==> src/rtl/vscale_src_a_shared_stage.sv <==
// Masked execute-stage operand-A select: picks PC, rs1 or zero and re-masks the result into fresh Boolean shares.
// Latency 1 cycle from accept to out_valid; stall holds the output register, kill invalidates it, and a missing rnd deasserts in_ready.
`ifndef SRC_A_SEL_WIDTH
`define SRC_A_SEL_WIDTH 2
`define SRC_A_RS1       2'd0
`define SRC_A_PC        2'd1
`define SRC_A_ZERO      2'd2
`endif

module vscale_src_a_shared_stage #(
    parameter int DWIDTH    = 32,
    parameter int SHARES    = 2,
    parameter bit REFRESH   = 1'b1,
    parameter int CNT_WIDTH = 16
) (
    input  logic                          clk,
    input  logic                          rst_n,
    input  logic [`SRC_A_SEL_WIDTH-1:0]   src_a_sel,
    input  logic [DWIDTH-1:0]             PC_EX,
    input  logic [SHARES*DWIDTH-1:0]      rs1_data_shares,
    input  logic [(SHARES-1)*DWIDTH-1:0]  rnd,
    input  logic                          rnd_valid,
    input  logic                          in_valid,
    input  logic                          stall,
    input  logic                          kill,
    output logic                          in_ready,
    output logic                          out_valid,
    output logic [SHARES*DWIDTH-1:0]      alu_src_a_shares,
    output logic [CNT_WIDTH-1:0]          rnd_starve_cnt
);

    logic                     sel_pc;
    logic                     sel_zero;
    logic                     sel_pub;
    logic                     need_rnd;
    logic                     accept;
    logic                     starve;
    logic [SHARES*DWIDTH-1:0] shares_d;
    logic [SHARES*DWIDTH-1:0] shares_q;
    logic                     valid_q;
    logic [CNT_WIDTH-1:0]     cnt_q;

    assign sel_pc   = (src_a_sel == `SRC_A_PC);
    assign sel_zero = (src_a_sel == `SRC_A_ZERO);
    assign sel_pub  = sel_pc || sel_zero;
    assign need_rnd = sel_pub || REFRESH;

    assign in_ready = !stall && !kill && (rnd_valid || !need_rnd);
    assign accept   = in_valid && in_ready;
    assign starve   = in_valid && !stall && !kill && need_rnd && !rnd_valid;

    // Public values enter as share 0 over zero upper shares; masking is then
    // identical for both paths: r_(j-1) onto share j, XOR of all r onto share 0.
    always_comb begin
        logic [DWIDTH-1:0] rnd_xor;
        logic [DWIDTH-1:0] base;
        rnd_xor = '0;
        for (int j = 0; j < SHARES-1; j++) begin
            rnd_xor = rnd_xor ^ rnd[j*DWIDTH +: DWIDTH];
        end
        shares_d = '0;
        for (int i = 0; i < SHARES; i++) begin
            if (sel_pub) begin
                base = (i == 0 && sel_pc) ? PC_EX : '0;
            end else begin
                base = rs1_data_shares[i*DWIDTH +: DWIDTH];
            end
            if (!need_rnd) begin
                shares_d[i*DWIDTH +: DWIDTH] = base;
            end else if (i == 0) begin
                shares_d[i*DWIDTH +: DWIDTH] = base ^ rnd_xor;
            end else begin
                shares_d[i*DWIDTH +: DWIDTH] = base ^ rnd[(i-1)*DWIDTH +: DWIDTH];
            end
        end
    end

    always_ff @(posedge clk or negedge rst_n) begin
        if (!rst_n) begin
            valid_q  <= 1'b0;
            shares_q <= '0;
        end else if (kill) begin
            valid_q  <= 1'b0;
        end else if (stall) begin
            valid_q  <= valid_q;
        end else if (accept) begin
            valid_q  <= 1'b1;
            shares_q <= shares_d;
        end else begin
            valid_q  <= 1'b0;
        end
    end

    always_ff @(posedge clk or negedge rst_n) begin
        if (!rst_n) begin
            cnt_q <= '0;
        end else if (starve && (cnt_q != {CNT_WIDTH{1'b1}})) begin
            cnt_q <= cnt_q + 1'b1;
        end
    end

    assign out_valid        = valid_q;
    assign alu_src_a_shares = shares_q;
    assign rnd_starve_cnt   = cnt_q;

endmodule

==> config.mk <==
export PLATFORM = sky130hd
export DESIGN_NAME = vscale_src_a_shared_stage
export DESIGN_NICKNAME = d
export VERILOG_FILES = /design/src/rtl/vscale_src_a_shared_stage.sv
export SDC_FILE = /design/constraint.sdc
export NUM_CORES = 1
export LEC_CHECK = 0
export CORE_ASPECT_RATIO = 1.25
export CORE_MARGIN = 2
export CORE_UTILIZATION = 36
export CTS_CLUSTER_SIZE = 24
export DETAILED_ROUTE_END_ITERATION = 16
export PLACE_DENSITY = 0.78
export SYNTH_ARGS = -nofsm -noshare
export SYNTH_HDL_FRONTEND = slang
export SYNTH_SLANG_ARGS = --single-unit
==> constraint.sdc <==
create_clock -name clk -period 1.83 [get_ports clk]
set_input_delay 0.366 -clock clk [delete_from_list [all_inputs] [get_ports clk]]
set_output_delay 0.366 -clock clk [all_outputs]
set_load 0.05 [all_outputs]
==> flow_metrics.tcl, run 1 <==
set metrics [dict create \
    grt_max_degree 49 \
    drive_gt1_share_pct 23.3 \
    dp_hpwl_um 9310 \
    die_x_um 99.0 \
    peakVddDrop_v 0.000568 \
    crit_type "reg2reg" \
    via_count 3924 \
    startpoint "rnd_starve_cnt[13]" \
    worstPathRequired_ps 2040 \
    fin_worst_skew_ps 2.75 \
    cts_hold_buffers 0 \
    hold_class "in2async" \
    cts_root_buffer "clkbuf_16" \
    routedWlPerCell_um 16.4 \
    r2r_slack_ps 50 \
    place_congestion 0.852 \
    core_area_um2 11000 \
    syn_area_um2 4070 \
    status "finished clean" \
    clk_transition_reported_paths_ps 60 \
    rows 43 \
    post-route-util_pct 62.3 \
    dp_cells 768 \
    cap_viol_max_count 0 \
    r2r_end "rnd_starve_cnt[1]" \
    relSlewSlack_pct 65.7 \
    grt_pass1_wl_um 20400 \
    drtPass1Iterations 4 \
    finalSetupViolCount 0 \
    arrival_ps 1990 \
    io_pins 218 \
    syn-num-nets 563 \
    clk_path_buf_depth 2 \
    grt-ovfl-total 0 \
    fmax_ghz 0.562 \
    numCtsBuffers 9 \
    tns_ps 0 \
    min_period_over_period_pct 97.2 \
    initial_core_util_pct 36.9 \
    endpoint_kind "flop" \
    die_h_um 123 \
    wl_um 13000 \
    hold_ws_ps 5.53 \
    placed_area_um2 6360 \
    p_leak_nw 3.16 \
    viasPerCell 4.95 \
    syn_inst 425 \
    clock_sinks 81 \
    p_per_area_nw_per_um2 1120 \
    slew_viol_final 0 \
    yosysSeqAreaShare_pct 49.9 \
    r2r-start "rnd_starve_cnt[13]" \
    rsz0062_at_grt "true" \
    nNetsFinal 790 \
    grt_pass1_vias 4209 \
    antenna_found_initial 0 \
    final_cell_mix "130 x clkdlybuf4s50_1, 100 x nand2_1, 98 x buf_4" \
    synth_cell_types 32 \
    antenna_left 0 \
    insertedDiodeCount 0 \
    path_max_fanout 9 \
    syn_avg_cell_area_um2 9.57 \
    area_delta_synth_final_pct 69.1 \
    cts_tree "yes" \
    ys_warn_count 0 \
    r2r_cells 4 \
    tightest_slew_ps 514 \
    cts-htree-levels 3 \
    synth_seq_cells 81 \
    design_area_um2 6870 \
    grt_usage_pct 21.2 \
    drc 0 \
    hold_viol 0 \
    clock_latency_ps 330 \
    cp-start-kind "flop" \
    post-route-min-period_ps 1780 \
    port_buffers 217 \
    die_area_um2 12200 \
    drtIter0Drc 124 \
    mostFrequentLayoutCell "clkdlybuf4s50_1" \
    final_cells 792 \
]
-- worst max path at each step --
stage | end | slack (ps) | depth (start not counted)
after floorplan | rnd_starve_cnt[1] | -20 | 4
after global placement | alu_src_a_shares[30] | -640 | 6
after detailed placement | alu_src_a_shares[19] | -720 | 6
after CTS | rnd_starve_cnt[1] | 3 | 4
after global routing | rnd_starve_cnt[1] | -50 | 4
final | rnd_starve_cnt[1] | 50 | 4
-- worst max-delay path, stage by stage, from the launching register on --
cell and delay (ps):
dfrtp_2 420, nand4_1 200, o41ai_4 490, buf_4 250
mux2_4 310
-- layout make-up --
type / count / area (µm²)
Timing Repair Buffer: 241 / 2260
Tap cell: 135 / 169
Inverter: 6 / 22.5
Fill cell: 939 / 4160
Sequential cell: 81 / 2050
Clock buffer: 10 / 229
Clock inverter: 6 / 130
Multi-Input combinational cell: 313 / 2010
-- state kept, by name, indices dropped and copies added (netlist names) --
register	count
rnd_starve_cnt	16
out_valid	1
alu_src_a_shares	64
-- Yosys cell counts --
| library cell | instances | area (µm²) |
|---|---|---|
| o21ai_0 | 15 | 75.1 |
| o21a_1 | 2 | 15.0 |
| nand4_2 | 1 | 12.5 |
| xnor2_1 | 4 | 35.0 |
| nand3_2 | 1 | 10.0 |
| nand2_1 | 101 | 379 |
| o41ai_2 | 1 | 16.3 |
| nor4_1 | 2 | 12.5 |
| nor3_2 | 1 | 10.0 |
| o21ai_1 | 50 | 250 |
| or4b_4 | 2 | 27.5 |
| nand3_1 | 5 | 25.0 |
| inv_1 | 6 | 22.5 |
| clkbuf_1 | 21 | 78.8 |
| nand3b_1 | 1 | 7.51 |
| dfrtp_1 | 81 | 2030 |
| ha_1 | 2 | 25.0 |
| o211ai_1 | 1 | 7.51 |
| nor3_1 | 4 | 20.0 |
| mux2_1 | 2 | 22.5 |
| buf_1 | 2 | 7.51 |
| nor4b_1 | 1 | 8.76 |
| nor3b_1 | 1 | 7.51 |
| nor4_4 | 1 | 21.3 |
| buf_4 | 1 | 7.51 |
| buf_2 | 2 | 10.0 |
| nor2_1 | 4 | 15.0 |
| a22oi_1 | 32 | 240 |
| xor2_1 | 72 | 631 |
| nand4_1 | 3 | 18.8 |
| nor2b_1 | 1 | 6.26 |
| and3_1 | 2 | 12.5 |
-- through the flow --
stage / setup WS, ps / power [W]
2_1_floorplan: -21.7 / 0.00428
3_3_place_gp: -641 / 0.00542
3_5_place_dp: -720 / 0.00549
4_1_cts: 2.65 / 0.00773
5_1_grt: -49.2 / 0.00801
6_report: 51.8 / 0.00768
-- what timing repair did --
action / 4_1_cts / 5_1_grt
setup buffers: 6 / 0
cloned: 2 / 0
setup endpoints to repair: 71 / 56
pin swaps: 3 / 0
gates resized for setup: 10 / 2
-- cells by family (layout without fill, tap and decap cells) --
kind of cell | after synthesis | after routing | share of synthesized area, %
buffers and inverters | 32 | 263 | 3.11
AO/OA/AOI/OAI | 101 | 101 | 14.9
flip-flops | 81 | 81 | 49.9
multiplexers | 2 | 2 | 0.554
AND/OR/NAND/NOR | 131 | 132 | 14.6
adder cells (fa/ha/maj) | 2 | 2 | 0.615
XOR/XNOR | 76 | 76 | 16.4
-- per-layer routing --
layer  share of wire [%]  GRT usage, %  vias up
met3                 7.1          5.52       20
met5                   0             0        -
met1                  39          24.9     1852
met4                 1.8          6.68        0
met2                  52          37.7      163
li1                    -             -     1889
-- report_power, final --
part / internal, W / total [W] / switching [W]
clock: 0.00147 / 0.00217 / 0.000706
sequential: 0.00216 / 0.00243 / 0.000274
combinational: 0.00108 / 0.00307 / 0.00199
total: 0.00471 / 0.00768 / 0.00297
Power figures use the tool's default switching activity.
==> run 2, diff against run 1 <==
--- a/config.mk
+++ b/config.mk
@@ -10,6 +10,7 @@
 export CORE_UTILIZATION = 36
 export CTS_CLUSTER_SIZE = 24
 export DETAILED_ROUTE_END_ITERATION = 16
+export GPL_TIMING_DRIVEN = 0
 export PLACE_DENSITY = 0.78
 export SYNTH_ARGS = -nofsm -noshare
 export SYNTH_HDL_FRONTEND = slang
==> run 2 against run 1 <==
Global-route usage grew 0.71 points. Critical path type is now in2reg. Non-clock buffer count grew 9. Sequential share of layout area shrank 0.65 points. Combinational power shrank 2%.
==> flow_metrics.tcl, run 2 (synthesis results as in run 1) <==
set metrics [dict create \
    status "finished clean" \
    arrival_ps 1970 \
    wl_um 13800 \
    die_h_um 123 \
    initial_core_util_pct 36.9 \
    area_delta_synth_final_pct 72.9 \
    clock_latency_ps 330 \
    place_congestion 0.833 \
    fin_worst_skew_ps 4.04 \
    clk_path_buf_depth 2 \
    rsz0062_at_grt "false" \
    drive_gt1_share_pct 12.9 \
    crit_chain "dlygate4sd2_1 > or4b_4 > nor3_4 > and3_1 > mux2_1" \
    p_total_w 0.00731 \
    path_max_fanout 4 \
    tightest_slew_ps 542 \
    cts_root_buffer "clkbuf_16" \
    port_buffers 217 \
    r2r_cells 5 \
    slew_viol_final 0 \
    post-route-util_pct 63.7 \
    die_x_um 99.0 \
    cp-start-kind "input pin" \
    placed_area_um2 6490 \
    grt_max_degree 50 \
    slowest_stage "or4b_4" \
    finalSetupViolCount 0 \
    path_buf_inv 1 \
    grt_pass1_wl_um 20700 \
    relSlewSlack_pct 64.0 \
    dp_hpwl_um 10500 \
    topRoutingLayerUsed "met4" \
    design_area_um2 7030 \
    hold_class "reg2reg" \
    clock_sinks 81 \
    peakVddDrop_v 0.000512 \
    drc 0 \
    io_pins 218 \
    post-route-min-period_ps 1760 \
    mostFrequentLayoutCell "clkdlybuf4s50_1" \
    min_period_over_period_pct 96.4 \
    die_area_um2 12200 \
    wl_met1_um 5190 \
    rows 43 \
    wl_met2_um 7420 \
    hold_depth 2 \
    antenna_found_initial 0 \
    endpoint_kind "flop" \
    hold_viol 0 \
    p_leak_nw 3.26 \
    clk_transition_reported_paths_ps 60 \
    core_area_um2 11000 \
    fmax_ghz 0.567 \
    nNetsFinal 798 \
    drtPass1Iterations 4 \
    insertedDiodeCount 0 \
    tns_ps 0 \
    cap_viol_max_count 0 \
    crit_type "in2reg" \
    final_cell_mix "129 x clkdlybuf4s50_1, 101 x nand2_1, 84 x dlygate4sd2_1" \
    worstPathRequired_ps 2040 \
    grt_usage_pct 21.9 \
    p_per_area_nw_per_um2 1040 \
    grt-ovfl-total 0 \
    max_stage_delay_ps 590 \
    largest_reg_flops 64 \
    fillers 947 \
    antenna_left 0 \
    routed-wl-met3_um 1020 \
    via_count 4012 \
    viasPerCell 5.02 \
    cts_tree "yes" \
    grt_pass1_vias 4122 \
    crit_cells 5 \
    drtIter0Drc 120 \
    critical-path-top-delay-family "simple AND/OR/NAND/NOR gates" \
    routedWlPerCell_um 17.3 \
    numCtsBuffers 9 \
    cts-htree-levels 3 \
]
## run 2: final timing paths
path	from	endpoint	slack, ps
min in group asynchronous	rst_n	alu_src_a_shares[49]	520
setup / recovery	kill	rnd_starve_cnt[10]	70
max in group asynchronous	rst_n	rnd_starve_cnt[12]	690
hold / removal	alu_src_a_shares[6]	alu_src_a_shares[6]	470
hold reg to reg	alu_src_a_shares[6]	alu_src_a_shares[6]	470
setup reg to reg	rnd_starve_cnt[0]	rnd_starve_cnt[1]	90
## run 2: final cells by class
cell class | instances | area, µm² | area share (%)
Tap cell | 135 | 169 | 2.40
Clock inverter | 3 | 65.1 | 0.926
Buffer | 26 | 224 | 3.19
Timing Repair Buffer | 224 | 2160 | 30.8
Multi-Input combinational cell | 312 | 2090 | 29.7
Inverter | 6 | 22.5 | 0.321
Sequential cell | 81 | 2050 | 29.1
Clock buffer | 13 | 250 | 3.56
## run 2: what timing repair did
action / in CTS / in global routing
resized for setup: 141 / 13
pin swaps: 10 / 8
hold buffers: 1 / 0
setup endpoints to repair: 153 / 64
gates cloned: 0 / 2
buffers inserted: 2 / 1
endpoints found under the hold margin: 32 / 0
## run 2: through the flow
stage	setup slack [ps]	hold WS (ps)	cells
finish	66.0	474	800
global route	9.63	495	800
CTS	-14.4	480	797
detailed placement	-1020	342	778
global placement	-2660	463	777
floorplan	-21.7	70.4	425
## run 2: routing by layer
| layer | GRT usage (%) | vias up |
|---|---|---|
| met5 | 0 | - |
| met4 | 7.36 | 0 |
| met3 | 5.30 | 17 |
| met2 | 40.3 | 166 |
| met1 | 24.7 | 1921 |
| li1 | - | 1908 |
## run 2: power breakdown
part           internal (W)  total [W]  switching (W)
clock               0.00123    0.00192       0.000684
combinational      0.000970    0.00300        0.00203
sequential          0.00216    0.00240       0.000243
total               0.00436    0.00731        0.00295
## run 2: worst min-delay path, stage by stage (launching register included)
cell     delay [ps]
dfrtp_1         330
nand2_1          40
o21ai_0          60
